$ cat src/rtl/mem_access_unit_if.sv
// Word-wide data-memory bus between the MEM-stage access unit (master) and data memory (slave).
// Handshake: MEM_READ / MEM_WRITE act as the request valid and ~MEM_BUSYWAIT as ready. A transfer
// completes on a posedge where a strobe is high and MEM_BUSYWAIT is low. The master holds
// MEM_ADDRESS, MEM_WRITEDATA and MEM_BYTEEN stable until that edge. The master may withdraw a
// strobe without a transfer only when an access is aborted by timeout or by reset.
interface mem_access_unit_if;
    logic [31:0] MEM_ADDRESS;
    logic        MEM_READ;
    logic        MEM_WRITE;
    logic [31:0] MEM_WRITEDATA;
    logic [3:0]  MEM_BYTEEN;
    logic [31:0] MEM_READDATA;
    logic        MEM_BUSYWAIT;

    modport master (
        output MEM_ADDRESS,
        output MEM_READ,
        output MEM_WRITE,
        output MEM_WRITEDATA,
        output MEM_BYTEEN,
        input  MEM_READDATA,
        input  MEM_BUSYWAIT
    );

    modport slave (
        input  MEM_ADDRESS,
        input  MEM_READ,
        input  MEM_WRITE,
        input  MEM_WRITEDATA,
        input  MEM_BYTEEN,
        output MEM_READDATA,
        output MEM_BUSYWAIT
    );
endinterface

$ cat src/rtl/mem_access_unit.sv
// MEM-stage data-memory access controller: decodes the EX/MEM access code, drives the word bus,
// stalls the pipeline while an access is in flight and returns extended load data.
module mem_access_unit #(
    parameter int TIMEOUT_CYCLES = 64,
    parameter int TMO_W          = 7
) (
    input  logic              CLK,
    input  logic              RESET,
    input  logic [3:0]        IN_READ_WRITE,
    input  logic [31:0]       IN_ADDRESS,
    input  logic [31:0]       IN_DATA2,
    output logic [31:0]       OUT_LOAD_DATA,
    output logic              BUSYWAIT,
    output logic              MISALIGNED,
    output logic              MEM_ERROR,
    output logic [1:0]        DBG_STATE,
    mem_access_unit_if.master mem
);

    localparam logic [3:0] RW_LB  = 4'b1000;
    localparam logic [3:0] RW_LH  = 4'b1001;
    localparam logic [3:0] RW_LW  = 4'b1010;
    localparam logic [3:0] RW_LBU = 4'b1100;
    localparam logic [3:0] RW_LHU = 4'b1101;
    localparam logic [3:0] RW_SB  = 4'b0101;
    localparam logic [3:0] RW_SH  = 4'b0110;
    localparam logic [3:0] RW_SW  = 4'b0111;

    localparam logic [1:0] SZ_B = 2'd0;
    localparam logic [1:0] SZ_H = 2'd1;
    localparam logic [1:0] SZ_W = 2'd2;

    typedef enum logic [1:0] {
        S_IDLE   = 2'd0,
        S_ACCESS = 2'd1,
        S_DONE   = 2'd2
    } state_t;

    state_t             state_q, state_d;
    logic [TMO_W-1:0]   tmo_q;
    logic [TMO_W-1:0]   tmo_inc;

    logic [31:0]        addr_q;
    logic [1:0]         lane_q;
    logic [3:0]         code_q;
    logic               rd_q;
    logic               wr_q;
    logic [31:0]        wdata_q;
    logic [3:0]         byteen_q;
    logic [31:0]        load_q;
    logic               misaligned_q;
    logic               mem_error_q;

    logic               op_load;
    logic               op_store;
    logic [1:0]         op_size;
    logic               op_aligned;
    logic [31:0]        op_wdata;
    logic [3:0]         op_byteen;

    logic               start;
    logic               complete;
    logic               abort;
    logic               mis_d;

    logic [7:0]         rd_byte;
    logic [15:0]        rd_half;
    logic [31:0]        load_ext;

    // Access-code decode; anything not listed is a pipeline bubble.
    always_comb begin
        op_load  = 1'b0;
        op_store = 1'b0;
        op_size  = SZ_B;
        case (IN_READ_WRITE)
            RW_LB:   begin op_load  = 1'b1; op_size = SZ_B; end
            RW_LBU:  begin op_load  = 1'b1; op_size = SZ_B; end
            RW_LH:   begin op_load  = 1'b1; op_size = SZ_H; end
            RW_LHU:  begin op_load  = 1'b1; op_size = SZ_H; end
            RW_LW:   begin op_load  = 1'b1; op_size = SZ_W; end
            RW_SB:   begin op_store = 1'b1; op_size = SZ_B; end
            RW_SH:   begin op_store = 1'b1; op_size = SZ_H; end
            RW_SW:   begin op_store = 1'b1; op_size = SZ_W; end
            default: begin op_load  = 1'b0; op_store = 1'b0; end
        endcase
    end

    always_comb begin
        op_aligned = 1'b1;
        if (op_size == SZ_H) begin
            op_aligned = ~IN_ADDRESS[0];
        end else if (op_size == SZ_W) begin
            op_aligned = (IN_ADDRESS[1:0] == 2'b00);
        end
    end

    // Store data is replicated across lanes so the byte enables alone pick the target bytes.
    always_comb begin
        op_wdata  = 32'h0;
        op_byteen = 4'b0000;
        case (IN_READ_WRITE)
            RW_SB: begin
                op_wdata  = {4{IN_DATA2[7:0]}};
                op_byteen = 4'b0001 << IN_ADDRESS[1:0];
            end
            RW_SH: begin
                op_wdata  = {2{IN_DATA2[15:0]}};
                op_byteen = 4'b0011 << IN_ADDRESS[1:0];
            end
            RW_SW: begin
                op_wdata  = IN_DATA2;
                op_byteen = 4'b1111;
            end
            default: begin
                op_wdata  = 32'h0;
                op_byteen = 4'b0000;
            end
        endcase
    end

    always_comb begin
        rd_byte = mem.MEM_READDATA[7:0];
        case (lane_q)
            2'd0: rd_byte = mem.MEM_READDATA[7:0];
            2'd1: rd_byte = mem.MEM_READDATA[15:8];
            2'd2: rd_byte = mem.MEM_READDATA[23:16];
            2'd3: rd_byte = mem.MEM_READDATA[31:24];
            default: rd_byte = mem.MEM_READDATA[7:0];
        endcase
        rd_half = lane_q[1] ? mem.MEM_READDATA[31:16] : mem.MEM_READDATA[15:0];
    end

    always_comb begin
        load_ext = 32'h0;
        case (code_q)
            RW_LB:   load_ext = {{24{rd_byte[7]}}, rd_byte};
            RW_LBU:  load_ext = {24'h0, rd_byte};
            RW_LH:   load_ext = {{16{rd_half[15]}}, rd_half};
            RW_LHU:  load_ext = {16'h0, rd_half};
            RW_LW:   load_ext = mem.MEM_READDATA;
            default: load_ext = 32'h0;
        endcase
    end

    // BUSYWAIT is combinational in IDLE so the edge that sees a new op already stalls the pipe.
    always_comb begin
        state_d  = state_q;
        BUSYWAIT = 1'b0;
        start    = 1'b0;
        complete = 1'b0;
        abort    = 1'b0;
        mis_d    = 1'b0;
        tmo_inc  = tmo_q + 1'b1;
        case (state_q)
            S_IDLE: begin
                if ((op_load || op_store) && op_aligned) begin
                    BUSYWAIT = 1'b1;
                    start    = 1'b1;
                    state_d  = S_ACCESS;
                end else if (op_load || op_store) begin
                    mis_d    = 1'b1;
                end
            end
            S_ACCESS: begin
                BUSYWAIT = 1'b1;
                if (!mem.MEM_BUSYWAIT) begin
                    complete = 1'b1;
                    state_d  = S_DONE;
                end else if (tmo_inc == TMO_W'(TIMEOUT_CYCLES)) begin
                    abort    = 1'b1;
                    state_d  = S_DONE;
                end
            end
            S_DONE: begin
                state_d = S_IDLE;
            end
            default: begin
                state_d = S_IDLE;
            end
        endcase
        if (!RESET) begin
            BUSYWAIT = 1'b0;
        end
    end

    always_ff @(posedge CLK or negedge RESET) begin
        if (!RESET) begin
            state_q      <= S_IDLE;
            tmo_q        <= '0;
            addr_q       <= 32'h0;
            lane_q       <= 2'b00;
            code_q       <= 4'b0000;
            rd_q         <= 1'b0;
            wr_q         <= 1'b0;
            wdata_q      <= 32'h0;
            byteen_q     <= 4'b0000;
            load_q       <= 32'h0;
            misaligned_q <= 1'b0;
            mem_error_q  <= 1'b0;
        end else begin
            state_q      <= state_d;
            misaligned_q <= mis_d;
            mem_error_q  <= abort;

            if (start) begin
                addr_q   <= {IN_ADDRESS[31:2], 2'b00};
                lane_q   <= IN_ADDRESS[1:0];
                code_q   <= IN_READ_WRITE;
                rd_q     <= op_load;
                wr_q     <= op_store;
                wdata_q  <= op_wdata;
                byteen_q <= op_byteen;
            end

            if (state_q == S_DONE) begin
                tmo_q <= '0;
            end else if (state_q == S_ACCESS && mem.MEM_BUSYWAIT) begin
                tmo_q <= tmo_inc;
            end

            // Load result is sticky: only a completed load or an abort changes it.
            if (complete && rd_q) begin
                load_q <= load_ext;
            end else if (abort) begin
                load_q <= 32'h0;
            end
        end
    end

    assign mem.MEM_ADDRESS   = addr_q;
    assign mem.MEM_READ      = (state_q == S_ACCESS) && rd_q;
    assign mem.MEM_WRITE     = (state_q == S_ACCESS) && wr_q;
    assign mem.MEM_WRITEDATA = wdata_q;
    assign mem.MEM_BYTEEN    = byteen_q;

    assign OUT_LOAD_DATA = load_q;
    assign MISALIGNED    = misaligned_q;
    assign MEM_ERROR     = mem_error_q;
    assign DBG_STATE     = state_q;

endmodule

$ cat src/flat_wrapper.sv
// flat-port wrapper written by rule: the top's interface ports become plain ports
module mem_access_unit_flat 
#(
    parameter int TIMEOUT_CYCLES = 64,
    parameter int TMO_W          = 7
)
  (CLK, RESET, IN_READ_WRITE, IN_ADDRESS, IN_DATA2, OUT_LOAD_DATA, BUSYWAIT, MISALIGNED, MEM_ERROR, DBG_STATE, mem_MEM_ADDRESS, mem_MEM_READ, mem_MEM_WRITE, mem_MEM_WRITEDATA, mem_MEM_BYTEEN, mem_MEM_READDATA, mem_MEM_BUSYWAIT);
  mem_access_unit_if mem_i ();
  input  logic CLK;
  input  logic RESET;
  input  logic [3:0] IN_READ_WRITE;
  input  logic [31:0] IN_ADDRESS;
  input  logic [31:0] IN_DATA2;
  output logic [31:0] OUT_LOAD_DATA;
  output logic BUSYWAIT;
  output logic MISALIGNED;
  output logic MEM_ERROR;
  output logic [1:0] DBG_STATE;
  output wire logic [$bits(mem_i.MEM_ADDRESS)-1:0] mem_MEM_ADDRESS;
  output wire logic [$bits(mem_i.MEM_READ)-1:0] mem_MEM_READ;
  output wire logic [$bits(mem_i.MEM_WRITE)-1:0] mem_MEM_WRITE;
  output wire logic [$bits(mem_i.MEM_WRITEDATA)-1:0] mem_MEM_WRITEDATA;
  output wire logic [$bits(mem_i.MEM_BYTEEN)-1:0] mem_MEM_BYTEEN;
  input wire logic [$bits(mem_i.MEM_READDATA)-1:0] mem_MEM_READDATA;
  input wire logic [$bits(mem_i.MEM_BUSYWAIT)-1:0] mem_MEM_BUSYWAIT;
  assign mem_MEM_ADDRESS = mem_i.MEM_ADDRESS;
  assign mem_MEM_READ = mem_i.MEM_READ;
  assign mem_MEM_WRITE = mem_i.MEM_WRITE;
  assign mem_MEM_WRITEDATA = mem_i.MEM_WRITEDATA;
  assign mem_MEM_BYTEEN = mem_i.MEM_BYTEEN;
  assign mem_i.MEM_READDATA = mem_MEM_READDATA;
  assign mem_i.MEM_BUSYWAIT = mem_MEM_BUSYWAIT;
  mem_access_unit #(.TIMEOUT_CYCLES(TIMEOUT_CYCLES), .TMO_W(TMO_W)) u_core (.CLK(CLK), .RESET(RESET), .IN_READ_WRITE(IN_READ_WRITE), .IN_ADDRESS(IN_ADDRESS), .IN_DATA2(IN_DATA2), .OUT_LOAD_DATA(OUT_LOAD_DATA), .BUSYWAIT(BUSYWAIT), .MISALIGNED(MISALIGNED), .MEM_ERROR(MEM_ERROR), .DBG_STATE(DBG_STATE), .mem(mem_i));
endmodule
$ cat config.mk
export PLATFORM = sky130hd
export DESIGN_NAME = mem_access_unit_flat
export DESIGN_NICKNAME = d
export VERILOG_FILES = /design/src/rtl/mem_access_unit_if.sv /design/src/rtl/mem_access_unit.sv /design/src/flat_wrapper.sv
export SDC_FILE = /design/constraint.sdc
export NUM_CORES = 1
export LEC_CHECK = 0
export CAP_MARGIN = 20
export CORE_UTILIZATION = 45
export CTS_CLUSTER_SIZE = 30
export DETAILED_ROUTE_END_ITERATION = 16
export PLACE_DENSITY = 0.81
export SLEW_MARGIN = 20
export SYNTH_ARGS = -nofsm -noshare
export SYNTH_HDL_FRONTEND = slang
export SYNTH_SLANG_ARGS = --single-unit
$ cat constraint.sdc
create_clock -name CLK -period 2.95 [get_ports CLK]
set_clock_uncertainty 0.15 [all_clocks]
set_input_delay 0.59 -clock CLK [delete_from_list [all_inputs] [get_ports CLK]]
set_output_delay 0.59 -clock CLK [all_outputs]
set_load 0.02 [all_outputs]
==> summary.md, run 1 <==
| Metric | Value |
|---|---|
| Post-synthesis instance area | `5730 µm²` |
| Routability-driven placement congestion ratio | `0.871` |
| First-iteration detailed-routing DRC count | `466` |
| Crit path setup slack, layout | `0.0923 ns` |
| Worst setup slack for register-to-register paths | `0.63 ns` |
| Worst vdd ir | `0.000572 V` |
| Kind of end point of the critical path | `output pin` |
| Final routed wirelength across all metal layers | `17,000 µm` |
| Final number of hold-violating endpoints | `0` |
| Power density normalized to cell area | `908 nW/µm²` |
| TritonCTS clock tree | `done` |
| Number of global-route vias before repair | `5,273` |
| Worst hold path type | `in -> async` |
| CTS Root Buffer Type | `clkbuf_16` |
| Number of buffer cells added on primary ports | `207` |
| Site row count | `40` |
| Detailed-route DRC error count | `0` |
| Met2 layer wire length in the routed design | `8640 µm` |
| Final worst path period share | `0.969` |
| Top cell type's share of synthesized area | `0.511` |
| RR Startpoint | `u_core.lane_q[1]` |
| Arr. time, crit path | `2.12 ns` |
| Top cells by area in the synthesized netlist | `dfrtp_1, mux2_2, nand2_1, o21ai_0, a22o_1` |
| Nets@finish | `851` |
| Count of endpoints failing setup in the final report | `0` |
| Net Switching | `2750 µW` |
| Max-cap violations | `0` |
| First drt pass iteration count | `5` |
| M1 WL | `6440 µm` |
| Floorplan core area | `12,200 µm²` |
| Count of inserted antenna diode cells | `0` |
| Cell-internal power | `5090 µW` |
| Commonest non-fill, non-tap cell in the layout | `clkdlybuf4s50_1` |
| Final Non-Filler Cells | `925` |
| DP Area | `8050 µm²` |
| Routed wire length on met3 | `1370 µm` |
| TritonCTS Sinks | `117` |
| Layout-stage area growth over the synthesis result | `50.7%` |
| Total CTS buffers | `17` |
| Total of flip-flops plus latches after synthesis | `117` |
| CP max-delay cell | `o311ai_4` |
| Timing-limited maximum frequency | `350 MHz` |
| Clock insertion delay at the later pin of the skew report | `0.41 ns` |
| Maximum number of pins on one net before global-route repair | `70` |
| Hold WS | `0.151 ns` |
| Cell type with the highest aggregate area in the netlist | `dfrtp_1` |
| Number of buffers and inverters on the critical path | `3` |
| Y dimension of the die | `115 µm` |
| Clock input transition at the sequential cells of the worst setup and hold paths | `0.05 ns` |
| End of the worst register-to-register path | `u_core.OUT_LOAD_DATA[10]` |
| Number of vias after detailed routing | `5,281` |
| Initial antenna violation count | `0` |
| Slew Limit Headroom | `0.423` |
| Max FO, Critical Path | `5` |
| Synth Flop Type | `dfrtp_1` |
| Comb power frac | `0.428` |
| CP max stage delay | `0.34 ns` |
| CP Launch Type | `input port` |
| CTS H-Tree Depth | `4` |
| Run status | `finished, final reports clean` |
| Synthesized area divided by synthesized cell count | `10.7 µm²` |
| Gr ovfl total | `0` |
| IO Pins | `210` |
| Number of cells in the design after placement | `896` |
| Routed vias/inst | `5.71` |
| Leakage power figure | `0.00380 µW` |
| # hold bufs at CTS | `0` |
| Cell count of the worst reg-to-reg path | `5` |
| Classification of the worst setup path | `in -> out` |
| Max Root-Sink Buffers | `2` |
| Topmost layer with routed signal wires | `met4` |
| Worst-path cell chain | `dlygate4sd2_1, buf_4, nor2b_4, and2_1, o311ai_4, nor2_4, o211a_1, clkdlybuf4s15_2` |
| RSZ-0062 raised after global routing | `false` |
| Fraction of power spent switching nets | `0.350` |
| Data required time at the worst endpoint | `2.21 ns` |
| Global Route Usage Sum | `0.267` |
| Register share of total power | `0.317` |
| Total non-filler cell area in the finished layout | `8630 µm²` |
| Number of fill cells | `875` |
| Die Footprint | `13,200 µm²` |
| HPWL reported at the end of detailed placement | `12,200 µm` |
| Final-report max-slew violation count | `0` |
| Cells after Synth | `536` |
| Number of different library cells in the post-synthesis netlist | `52` |
| Number of synthesized flops with an enable pin | `0` |
| Yosys synthesis warning count | `0` |
| FFs w/ async S/R, synth | `1.00` |
| Fraction of power consumed by the clock network | `0.254` |
| Global-route wire length before repair | `26,900 µm` |
| Transition time of the tightest slew-check pin | `0.866 ns` |
| Sequential fraction of the synthesis area | `0.511` |
| Proportion of layout cells with a drive suffix above 1 | `0.144` |
| Initial Utilization | `0.469` |
| Most frequent cells in the layout | `clkdlybuf4s50_1, dfrtp_1, nand2_1` |
| Antenna viol nets, final | `0` |
| Kind of cell with the highest combined delay on the critical path | `buffers and inverters` |
| Wire per inst | `18.4 µm` |
| Setup slack at placement | `-0.431 ns` |
| Final period demand of the worst path | `2.86 ns` |
| Number of setup buffers added after CTS | `0` |
| Width of the die | `115 µm` |
-- sequential cells by signal (all words and copies together), names as in the netlist --
| register | flops |
|---|---|
| u_core.OUT_LOAD_DATA | 32 |
| u_core.mem.MEM_WRITEDATA | 32 |
| u_core.mem.MEM_ADDRESS | 30 |
| u_core.tmo_q | 7 |
| u_core.code_q | 4 |
| u_core.mem.MEM_BYTEEN | 4 |
| u_core.DBG_STATE | 2 |
| u_core.lane_q | 2 |
| u_core.MEM_ERROR | 1 |
| u_core.MISALIGNED | 1 |
| u_core.rd_q | 1 |
| u_core.wr_q | 1 |
-- area by class of cell --
type | count | area [µm²] | area share
Inverter | 19 | 71.3 | 0.00826
Clock buffer | 26 | 539 | 0.0625
Clock inverter | 3 | 40.0 | 0.00464
Sequential cell | 117 | 2930 | 0.339
Timing Repair Buffer | 237 | 2320 | 0.269
Multi-Input combinational cell | 355 | 2520 | 0.292
Tap cell | 168 | 210 | 0.0244
-- cell usage after synthesis (2+ instances only) --
| master | number |
|---|---|
| a221oi_1 | 13 |
| nand4b_1 | 3 |
| mux2_4 | 2 |
| inv_1 | 19 |
| a31o_2 | 3 |
| buf_4 | 8 |
| a32o_1 | 17 |
| xor2_1 | 3 |
| and3b_1 | 5 |
| dfrtp_1 | 117 |
| a21oi_1 | 12 |
| buf_1 | 3 |
| a22o_1 | 30 |
| nand3_1 | 6 |
| nand2b_1 | 3 |
| o2bb2ai_1 | 15 |
| mux2i_1 | 15 |
| nor3_1 | 3 |
| nor2b_1 | 2 |
| nor2_1 | 17 |
| and2_1 | 4 |
| o21ai_0 | 53 |
| nor4b_1 | 2 |
| and3_1 | 3 |
| a22oi_1 | 8 |
| and4_1 | 2 |
| nor3b_1 | 3 |
| o211ai_1 | 3 |
| a21o_1 | 2 |
| nand2_1 | 72 |
| buf_2 | 14 |
| clkbuf_1 | 20 |
| mux2_2 | 35 |
-- repair_timing --
item                                    in CTS  in global routing
resized for setup                            7                  1
pin swaps                                    1                  0
endpoints found under the hold margin        0                  0
gates cloned                                 0                  0
endpoints found under the setup margin       1                  1
-- layer usage --
layer,up-vias,global-route usage
met4,0,0.136
met2,266,0.455
met5,-,0
met3,47,0.0722
li1,2384,-
met1,2584,0.311
-- worst max-delay path by stage --
stage	start	to	slack, ns	depth (start not counted)
floorplan	IN_READ_WRITE[3]	BUSYWAIT	0.20	7
global placement	IN_READ_WRITE[3]	BUSYWAIT	-0.34	8
detailed placement	IN_READ_WRITE[3]	BUSYWAIT	-0.43	7
CTS	IN_READ_WRITE[1]	BUSYWAIT	0.02	6
global route	u_core.DBG_STATE[0]	mem_MEM_READ	0.02	3
finish	IN_READ_WRITE[3]	BUSYWAIT	0.09	8
-- cells by family after synthesis --
kind of cell | Yosys count | share of synthesized area
fa+ha+maj | 1 | 0.00218
mux | 53 | 0.104
simple gates | 131 | 0.110
flops | 117 | 0.511
buf+inv | 65 | 0.0522
other cells | 1 | 0.000655
compound gates | 164 | 0.214
xor+xnor | 4 | 0.00612
-- stage by stage --
step / util / power, µW / TNS (ns)
final: 0.707 / 7840 / 0
after global routing: 0.707 / 8210 / 0
after CTS: 0.707 / 7880 / 0
after detailed placement: 0.659 / 5830 / -3.17
after global placement: 0.659 / 5720 / -0.340
after floorplan: - / 4320 / 0
-- power by group through the flow --
stage	Sequential (µW)	Combinational [µW]	Clock (µW)
floorplan	2990	1330	0
global placement	2470	3250	0
detailed placement	2510	3330	0
CTS	2490	3360	2020
global route	2550	3570	2090
finish	2490	3360	1990
No activity file was read; power rests on OpenSTA's default activity.
==> inputs of run 2 (changes only) <==
--- a/config.mk
+++ b/config.mk
@@ -9,6 +9,7 @@
 export CORE_UTILIZATION = 45
 export CTS_CLUSTER_SIZE = 30
 export DETAILED_ROUTE_END_ITERATION = 16
+export GPL_TIMING_DRIVEN = 0
 export PLACE_DENSITY = 0.81
 export SLEW_MARGIN = 20
 export SYNTH_ARGS = -nofsm -noshare
==> summary.md, run 2 (synthesis gave the netlist of run 1 again) <==
| Metric | Value |
|---|---|
| First drt pass iteration count | `6 (+1)` |
| Y dimension of the die | `115 µm (unchanged)` |
| Number of fill cells | `915 (+4.6%)` |
| Kind of cell with the highest combined delay on the critical path | `buffers and inverters` |
| Run status | `complete, but fails checks` |
| Final number of hold-violating endpoints | `7 (+7)` |
| Gr ovfl total | `0 (unchanged)` |
| Number of buffer cells added on primary ports | `203 (-1.9%)` |
| Initial antenna violation count | `0 (unchanged)` |
| Final worst path period share | `0.957 (-0.0122)` |
| Antenna viol nets, final | `0 (unchanged)` |
| Layout-stage area growth over the synthesis result | `51.9%` |
| HPWL reported at the end of detailed placement | `12,000 µm (-1.4%)` |
| Transition time of the tightest slew-check pin | `0.736 ns (-0.129 ns)` |
| Detailed-route DRC error count | `0 (unchanged)` |
| Accumulated negative setup slack | `0 ns (unchanged)` |
| RSZ-0062 raised after global routing | `false` |
| Max-cap violations | `0 (unchanged)` |
| Leakage power figure | `0.00379 µW (-0.13%)` |
| Crit path setup slack, layout | `0.128 ns (+0.0360 ns)` |
| TritonCTS clock tree | `done` |
| Global Route Usage Sum | `0.265 (-0.00241)` |
| CP max stage delay | `0.28 ns (-0.06 ns)` |
| Arr. time, crit path | `2.08 ns (-0.04 ns)` |
| TritonCTS Sinks | `117 (unchanged)` |
| Max Root-Sink Buffers | `2 (unchanged)` |
| Hold WS | `-0.00932 ns (-0.160 ns)` |
| Slew Limit Headroom | `0.509 (+0.0863)` |
| Number of buffers and inverters on the critical path | `4 (+1)` |
| First-iteration detailed-routing DRC count | `469 (+0.64%)` |
| Max FO, Critical Path | `10 (+5)` |
| Commonest non-fill, non-tap cell in the layout | `clkdlybuf4s50_1` |
| Final routed wirelength across all metal layers | `16,700 µm (-1.7%)` |
| Kind of end point of the critical path | `output pin` |
| Final period demand of the worst path | `2.82 ns (-0.0360 ns)` |
| Data required time at the worst endpoint | `2.21 ns (about the same)` |
| Worst-path cell chain | `dlygate4sd2_1, buf_6, and3b_1, o21a_1, a21o_1, nor2_4, buf_6, o211a_1, buf_4` |
| Count of endpoints failing setup in the final report | `0 (unchanged)` |
| Area taken by multi-input logic gates | `2520 µm² (about the same)` |
| Clock input transition at the sequential cells of the worst setup and hold paths | `0.05 ns (about the same)` |
| CP dominant cell by count | `buf_6` |
| CP max-delay cell | `dlygate4sd2_1` |
| Die Footprint | `13,200 µm² (unchanged)` |
| Classification of the worst setup path | `in -> out` |
| Number of vias after detailed routing | `5,314 (+0.62%)` |
| Worst vdd ir | `0.000586 V (+2.5%)` |
| Seq. cell area | `2930 µm² (unchanged)` |
| Count of inserted antenna diode cells | `0 (unchanged)` |
| Number of global-route vias before repair | `5,324 (+0.97%)` |
| Power density normalized to cell area | `925 nW/µm² (+1.9%)` |
| Proportion of layout cells with a drive suffix above 1 | `0.142 (-0.00242)` |
| Violations in the final reports | `negative hold slack` |
| CTS Root Buffer Type | `clkbuf_16` |
| Worst hold path type | `in -> async` |
| Timing-limited maximum frequency | `354 MHz (+1.3%)` |
| Floorplan core area | `12,200 µm² (unchanged)` |
| Width of the die | `115 µm (unchanged)` |
| Routability-driven placement congestion ratio | `0.889 (+2.0%)` |
| Initial Utilization | `0.469 (unchanged)` |
| Setup slack at placement | `-1.02 ns (-0.594 ns)` |
| Site row count | `40 (unchanged)` |
| Nets@finish | `868 (+2.0%)` |
| Final-report max-slew violation count | `0 (unchanged)` |
| # hold bufs at CTS | `0 (unchanged)` |
| Global-route wire length before repair | `26,900 µm (-0.26%)` |
| IO Pins | `210 (unchanged)` |
| Most frequent cells in the layout | `clkdlybuf4s50_1, dfrtp_1, nand2_1` |
| Wire per inst | `17.7 µm (-3.8%)` |
| Routed vias/inst | `5.62 (-1.5%)` |
| Maximum number of pins on one net before global-route repair | `61 (-13%)` |
| Total CTS buffers | `17 (unchanged)` |
| Clock insertion delay at the later pin of the skew report | `0.41 ns (about the same)` |
| CP Launch Type | `input port` |
| CTS H-Tree Depth | `4 (unchanged)` |
==> run 2: cell type report <==
type | count | share of cell area
Clock inverter | 12 | 0.0203
Multi-Input combinational cell | 355 | 0.290
Sequential cell | 117 | 0.336
Timing Repair Buffer | 208 | 0.240
Buffer | 46 | 0.0280
Tap cell | 168 | 0.0242
Clock buffer | 20 | 0.0536
Inverter | 19 | 0.00819
==> run 2: repair_timing <==
item / in CTS / in global routing
endpoints found under the setup margin: 1 / 0
resized for setup: 14 / 0
buffers inserted: 4 / 0
==> run 2: worst register-to-register path: cells and delay by family, from the launching register on <==
family	cells	cell delay, ns
buffers and inverters	1	0.28
AND/OR/NAND/NOR	4	1.26
flip-flops	1	0.48
AO/OA/AOI/OAI	1	0.19
==> run 2: per-stage QoR <==
step	util	instances	instance area, µm²	total power [µW]
final	0.713	945	8700	8050
after global placement	0.653	908	7970	5720
after global routing	0.713	945	8700	8460
after floorplan	-	537	5730	4320
after detailed placement	0.655	909	8000	5820
after CTS	0.712	945	8700	8080
==> run 2: path summary, 6_finish.rpt <==
kind                                          from                           end  slack (ns)  cells past startpoint
max                               IN_READ_WRITE[0]                      BUSYWAIT        0.13                      9
max in group asynchronous                    RESET  u_core.mem.MEM_WRITEDATA[20]        1.98                      2
min reg2reg                u_core.OUT_LOAD_DATA[6]       u_core.OUT_LOAD_DATA[6]        0.33                      1
min in group CLK           u_core.OUT_LOAD_DATA[6]       u_core.OUT_LOAD_DATA[6]        0.33                      1
max reg2reg                    u_core.DBG_STATE[0]      u_core.OUT_LOAD_DATA[14]        0.47                      6
min                                          RESET      u_core.OUT_LOAD_DATA[17]      -0.009                      1
==> run 2: per-layer routing <==
layer,vias up,GRT usage,share of wire
li1,2421,-,-
met1,2603,0.327,0.40
met2,253,0.445,0.50
met3,37,0.0685,0.075
met4,0,0.106,0.022
met5,-,0,0
==> run 2: where the power goes <==
group | internal, µW | leakage (µW) | switching (µW)
sequential | 2130 | 0.00153 | 338
clock | 1480 | 0.000300 | 727
combinational | 1660 | 0.00196 | 1730
total | 5260 | 0.00379 | 2790
==> inputs of run 3 (changes only) <==
--- a/config.mk
+++ b/config.mk
@@ -9,7 +9,6 @@
 export CORE_UTILIZATION = 45
 export CTS_CLUSTER_SIZE = 30
 export DETAILED_ROUTE_END_ITERATION = 16
-export GPL_TIMING_DRIVEN = 0
 export PLACE_DENSITY = 0.81
 export SLEW_MARGIN = 20
 export SYNTH_ARGS = -nofsm -noshare
==> results of run 3 <==
The final DEF is identical to that of run 1; final timing and power are the same.
==> patch 1: new RTL, config.mk and constraints of run 1 <==
`TMO_W` is set to 7 in 2 places; all go to 14.
--- a/src/rtl/mem_access_unit.sv
+++ b/src/rtl/mem_access_unit.sv
@@ -2,7 +2,7 @@
 // stalls the pipeline while an access is in flight and returns extended load data.
 module mem_access_unit #(
     parameter int TIMEOUT_CYCLES = 64,
-    parameter int TMO_W          = 7
+    parameter int TMO_W          = 14
 ) (
     input  logic              CLK,
     input  logic              RESET,
--- a/src/flat_wrapper.sv
+++ b/src/flat_wrapper.sv
@@ -2,7 +2,7 @@
 module mem_access_unit_flat 
 #(
     parameter int TIMEOUT_CYCLES = 64,
-    parameter int TMO_W          = 7
+    parameter int TMO_W          = 14
 )
   (CLK, RESET, IN_READ_WRITE, IN_ADDRESS, IN_DATA2, OUT_LOAD_DATA, BUSYWAIT, MISALIGNED, MEM_ERROR, DBG_STATE, mem_MEM_ADDRESS, mem_MEM_READ, mem_MEM_WRITE, mem_MEM_WRITEDATA, mem_MEM_BYTEEN, mem_MEM_READDATA, mem_MEM_BUSYWAIT);
   mem_access_unit_if mem_i ();
Check against the original RTL: no difference found for any inputs over 4 cycles, from zero or initial values and one cycle with RESET low; that may be too few to reach the edited logic, so the function may still have changed.
==> patch 1 against run 1 <==
Power increased by 1.7%; wire length grew 3.0%; cell area up 3.6%; sequential cell count rose by 7; worst setup slack improved by 0.0068 ns; register-to-register slack worse by 0.45 ns; critical path depth decreased by 1; die area rose by 2.6%; area after synthesis rose by 2.7%; core utilization decreased by 0.14 points; largest cell class unchanged; largest power group unchanged.
==> patch 1: results (changes against run 1) <==
status:
  outcome: "finished clean"
flow_run:
  cap_violations: 0  # unchanged
cts:
  cts_hold_buf: 1  # +1
  cts_inserted_buffers: 17  # unchanged
  cts_resized: 1  # -6
  cts_buffer_depth: 2  # unchanged
  clkTransAtPathRegs_ns: 0.06
  post_cts_buffers: 0  # unchanged
  insertion_delay_ns: 0.41  # about the same
  cts-root-buf: "clkbuf_16"
  htree_levels: 4  # unchanged
global_route:
  antenna_found_initial: 0  # unchanged
  grt_usage: 0.265  # -0.00193
  grt_pass1_vias: 5362  # +1.7%
  grt_max_degree: 50  # -29%
  grt_pass1_wl_um: 27200  # +0.90%
timing:
  maxSlewHeadroom: 0.440  # +0.0173
synthesis:
  async_flop_share: 1.00  # unchanged
  synth_flop_cell: "dfrtp_1"
  synthTopCellsByCount: "dfrtp_1 (124), nand2_1 (47), a21oi_1 (44)"
  synthDistinctLibCells: 50  # -3.8%
  yosysSeqAreaShare: 0.528  # +0.0165
  yosysWarnings: 0  # unchanged
  netlist_top_cells_area: "dfrtp_1 (53%), mux2_2 (7.1%), o2bb2ai_1 (3.9%)"
  syn_area_per_cell_um2: 10.9  # +1.7%
worst_setup_path:
  critPathMaxFanout: 5  # unchanged
  slowest_stage: "clkdlybuf4s50_1"
  critPathMaxStageDelay_ns: 0.50  # +0.16 ns
  critPathTopFamily: "buffers and inverters"
route:
  wl_met2_um: 8960  # +3.6%
  vias_per_cell: 5.64  # -1.1%
  drt-met1-wl_um: 6870  # +6.6%
  dr.pass1.iters: 5  # unchanged
  top_layer_used: "met4"
  wl_per_cell_um: 18.6  # +0.94%
  drt_iter0_drc: 455  # -2.4%
  wl_met3_um: 1480  # +8.3%
finish:
  n_fill_cell: 880  # +0.57%
  nets: 864  # +1.5%
  diodes: 0  # unchanged
  stdcell_area_um2: 8940  # +3.6%
  layout-drive-gt1-share: 0.157  # +0.0127
  fin_cells: 944  # +2.1%
pwr:
  peakVddDrop_mv: 0.591  # +3.4%
  p_leak_nw: 3.76  # -0.93%
place:
  dpl_worst_slack_ns: -0.0988  # +0.332 ns
  io_buffers: 207  # unchanged
  dpl.cell_count: 908  # +1.3%
  dp_hpwl_um: 12500  # +3.2%
  dpl-instance-area_um2: 8280  # +2.9%
  gp_congestion: 0.910  # +4.4%
min_path:
  hp-class: "register to register"
==> patch 1: area by class of cell <==
type,instances,area share
repair buffers,242,0.267
multi-input cells,370,0.293
well taps,172,0.0241
inverters,4,0.00168
flip-flops and latches,124,0.347
clock buffers,20,0.0522
clock inverters,12,0.0151
==> patch 1: final timing paths <==
| path | startpoint | endpoint | slack, ns | cells past startpoint |
|---|---|---|---|---|
| worst max-delay path | IN_READ_WRITE[3] | BUSYWAIT | 0.1 | 7 |
| worst min-delay path | u_core.OUT_LOAD_DATA[13] | u_core.OUT_LOAD_DATA[13] | 0.32 | 1 |
| worst max register to register | u_core.tmo_q[0] | u_core.OUT_LOAD_DATA[11] | 0.18 | 8 |
| worst min register to register | u_core.OUT_LOAD_DATA[13] | u_core.OUT_LOAD_DATA[13] | 0.32 | 1 |
| max in group asynchronous | RESET | u_core.tmo_q[8] | 1.16 | 3 |
| min in group asynchronous | RESET | u_core.OUT_LOAD_DATA[12] | 0.51 | 2 |
==> patch 1: cell families (layout without fill, tap and decap cells) <==
group,count (synthesis),count (layout),synth area share
xor+xnor,3,3,0.00447
mux,53,53,0.115
buf+inv,48,278,0.0347
flops,124,124,0.528
fa+ha+maj,2,2,0.00425
compound gates,181,181,0.209
other cells,1,2,0.000638
simple gates,129,129,0.105
==> patch 1: where the power goes <==
part | switching, mW | leakage, nW | internal (mW) | total [mW]
Combinational | 1.59 | 1.85 | 1.66 | 3.25
Sequential | 0.391 | 1.63 | 2.23 | 2.62
Clock | 0.787 | 0.285 | 1.31 | 2.10
Total | 2.77 | 3.76 | 5.20 | 7.97
==> patch 1: layer usage <==
metal | vias to the layer above | global-route usage
met5 | - | 0
met4 | 0 | 0.0803
met3 | 27 | 0.0856
met2 | 278 | 0.439
met1 | 2587 | 0.331
li1 | 2436 | -
==> patch 2: new RTL, config.mk and constraints of run 1 <==
Without the edit above. Make the reset (`RESET`) synchronous in one clocked block.
--- a/src/rtl/mem_access_unit.sv
+++ b/src/rtl/mem_access_unit.sv
@@ -183,7 +183,7 @@
         end
     end
 
-    always_ff @(posedge CLK or negedge RESET) begin
+    always_ff @(posedge CLK) begin
         if (!RESET) begin
             state_q      <= S_IDLE;
             tmo_q        <= '0;
Check against the original RTL: differs if RESET is asserted again (counterexample within 4 cycles, from zero or initial values and one cycle with RESET low); with RESET held inactive, the same outputs for 4 cycles.
==> patch 2 against run 1 <==
Worst setup slack worse by 0.0052 ns; via count down 3.0%; critical path depth down 1; wire length down 6.0%; global-route usage up 1.3 points; hold slack better by 0.15 ns; sequential cell count unchanged; cell area down 9.4%; maximum frequency down 0.18%; sequential share of layout area down 4.0 points; area after synthesis down 12%.
Power is not compared: it rests on default switching activity, and its combinational part moved more than twofold at a synthesized area within 25%.
==> patch 2: results (changes against run 1) <==
synthesis:
  async_flop_share: 0  # -1.00
  netlist_top_cells_area: "dfxtp_1 (46%), o2bb2ai_1 (8.5%), a21oi_1 (8.1%)"
  yosysSeqAreaShare: 0.465  # -0.0463
  synthDistinctLibCells: 53  # +1.9%
  synthTopCellsByCount: "dfxtp_1 (117), nand2_1 (94), a21oi_1 (82)"
  syn_area_per_cell_um2: 9.09  # -15%
cts:
  insertion_delay_ns: 0.52  # +0.11 ns
  cts-root-buf: "clkbuf_8"
finish:
  buf_share: 0.287  # +0.0185
  multi_input_cells: 388  # +9.3%
  n_all_inverters: 4  # -15
  nets: 860  # +1.1%
  clock_buffers: 19  # -27%
  area_growth_pct: 55.2
  n_fill_cell: 825  # -5.7%
  clkCellAreaFrac: 0.0771  # +0.0100
  register_area_um2: 2340  # -20%
  multi_input_area_um2: 2440  # -3.4%
  nNonClkBuffers: 228  # -3.8%
pwr:
  p_switching_mw: 1.13
route:
  wl_met3_um: 1250  # -8.3%
  drt_iter0_drc: 320  # -31%
  num_vias: 5121  # -3.0%
  drt-met1-wl_um: 6680  # +3.7%
  vias_per_cell: 5.63  # -1.3%
  wl_met2_um: 7770  # -10%
status:
  outcome: "finished clean"
global_route:
  grt_pass1_vias: 5010  # -5.0%
  grt_usage: 0.280  # +0.0132
  grt_max_degree: 40  # -43%
  grt_pass1_wl_um: 25300  # -6.1%
  use_met2: 0.457  # +0.00247
  met3_usage: 0.0829  # +0.0107
min_path:
  hp-class: "register to register"
place:
  dpl.cell_count: 877  # -2.1%
  dp_hpwl_um: 11200  # -7.5%
  dpl-instance-area_um2: 7220  # -10%
  dpl_worst_slack_ns: -0.473  # -0.0421 ns
  gp_congestion: 0.914  # +4.9%
worst_setup_path:
  critPathMaxStageDelay_ns: 0.49  # +0.15 ns
  slowest_stage: "clkdlybuf4s50_1"
-- patch 2: cell types whose count changed after synthesis, sizes merged, moves of 17 or more --
| cell | before | now |
|---|---|---|
| a21oi | 12 | 82 |
| a32o | 17 | 0 |
| dfrtp | 117 | 0 |
| mux2 | 37 | 9 |
| o21ai | 53 | 7 |
| dfxtp | 0 | 117 |
| nand2 | 72 | 94 |
| o2bb2ai | 15 | 49 |
-- patch 2: power groups by stage --
stage	registers, mW	clock network (mW)	logic (mW)
after floorplan	1.73	0	0.287
after global placement	1.69	0	0.611
after detailed placement	1.69	0	0.625
after CTS	1.66	2.11	0.631
after global routing	1.67	2.19	0.680
final	1.66	2.09	0.633
-- patch 2: kinds of logic after synthesis --
kind of cell / share of synthesized area
compound gates: 0.283
simple gates: 0.147
flops: 0.465
buf+inv: 0.0531
mux: 0.0380
xor+xnor: 0.0104
fa+ha+maj: 0.00248
other cells: 0.000744
-- patch 2: final timing paths --
kind / startpoint / endpoint / slack [ns] / depth (start not counted)
setup / recovery: IN_ADDRESS[1] / BUSYWAIT / 0.09 / 7
hold / removal: u_core.mem.MEM_ADDRESS[23] / u_core.mem.MEM_ADDRESS[23] / 0.30 / 2
setup reg to reg: u_core.code_q[0] / u_core.OUT_LOAD_DATA[12] / 0.75 / 5
hold reg to reg: u_core.mem.MEM_ADDRESS[23] / u_core.mem.MEM_ADDRESS[23] / 0.30 / 2
-- patch 2: critical path, delay by kind of cell --
kind	cells	cell delay [ns]
buffers and inverters	2	0.69
and+or+nand+nor	3	0.34
AOI/OAI and AO/OA	2	0.50
-- patch 2: what timing repair did --
action	in CTS	in global routing
gates resized for setup	9	0
endpoints found under the hold margin	0	0
setup endpoints to repair	1	0
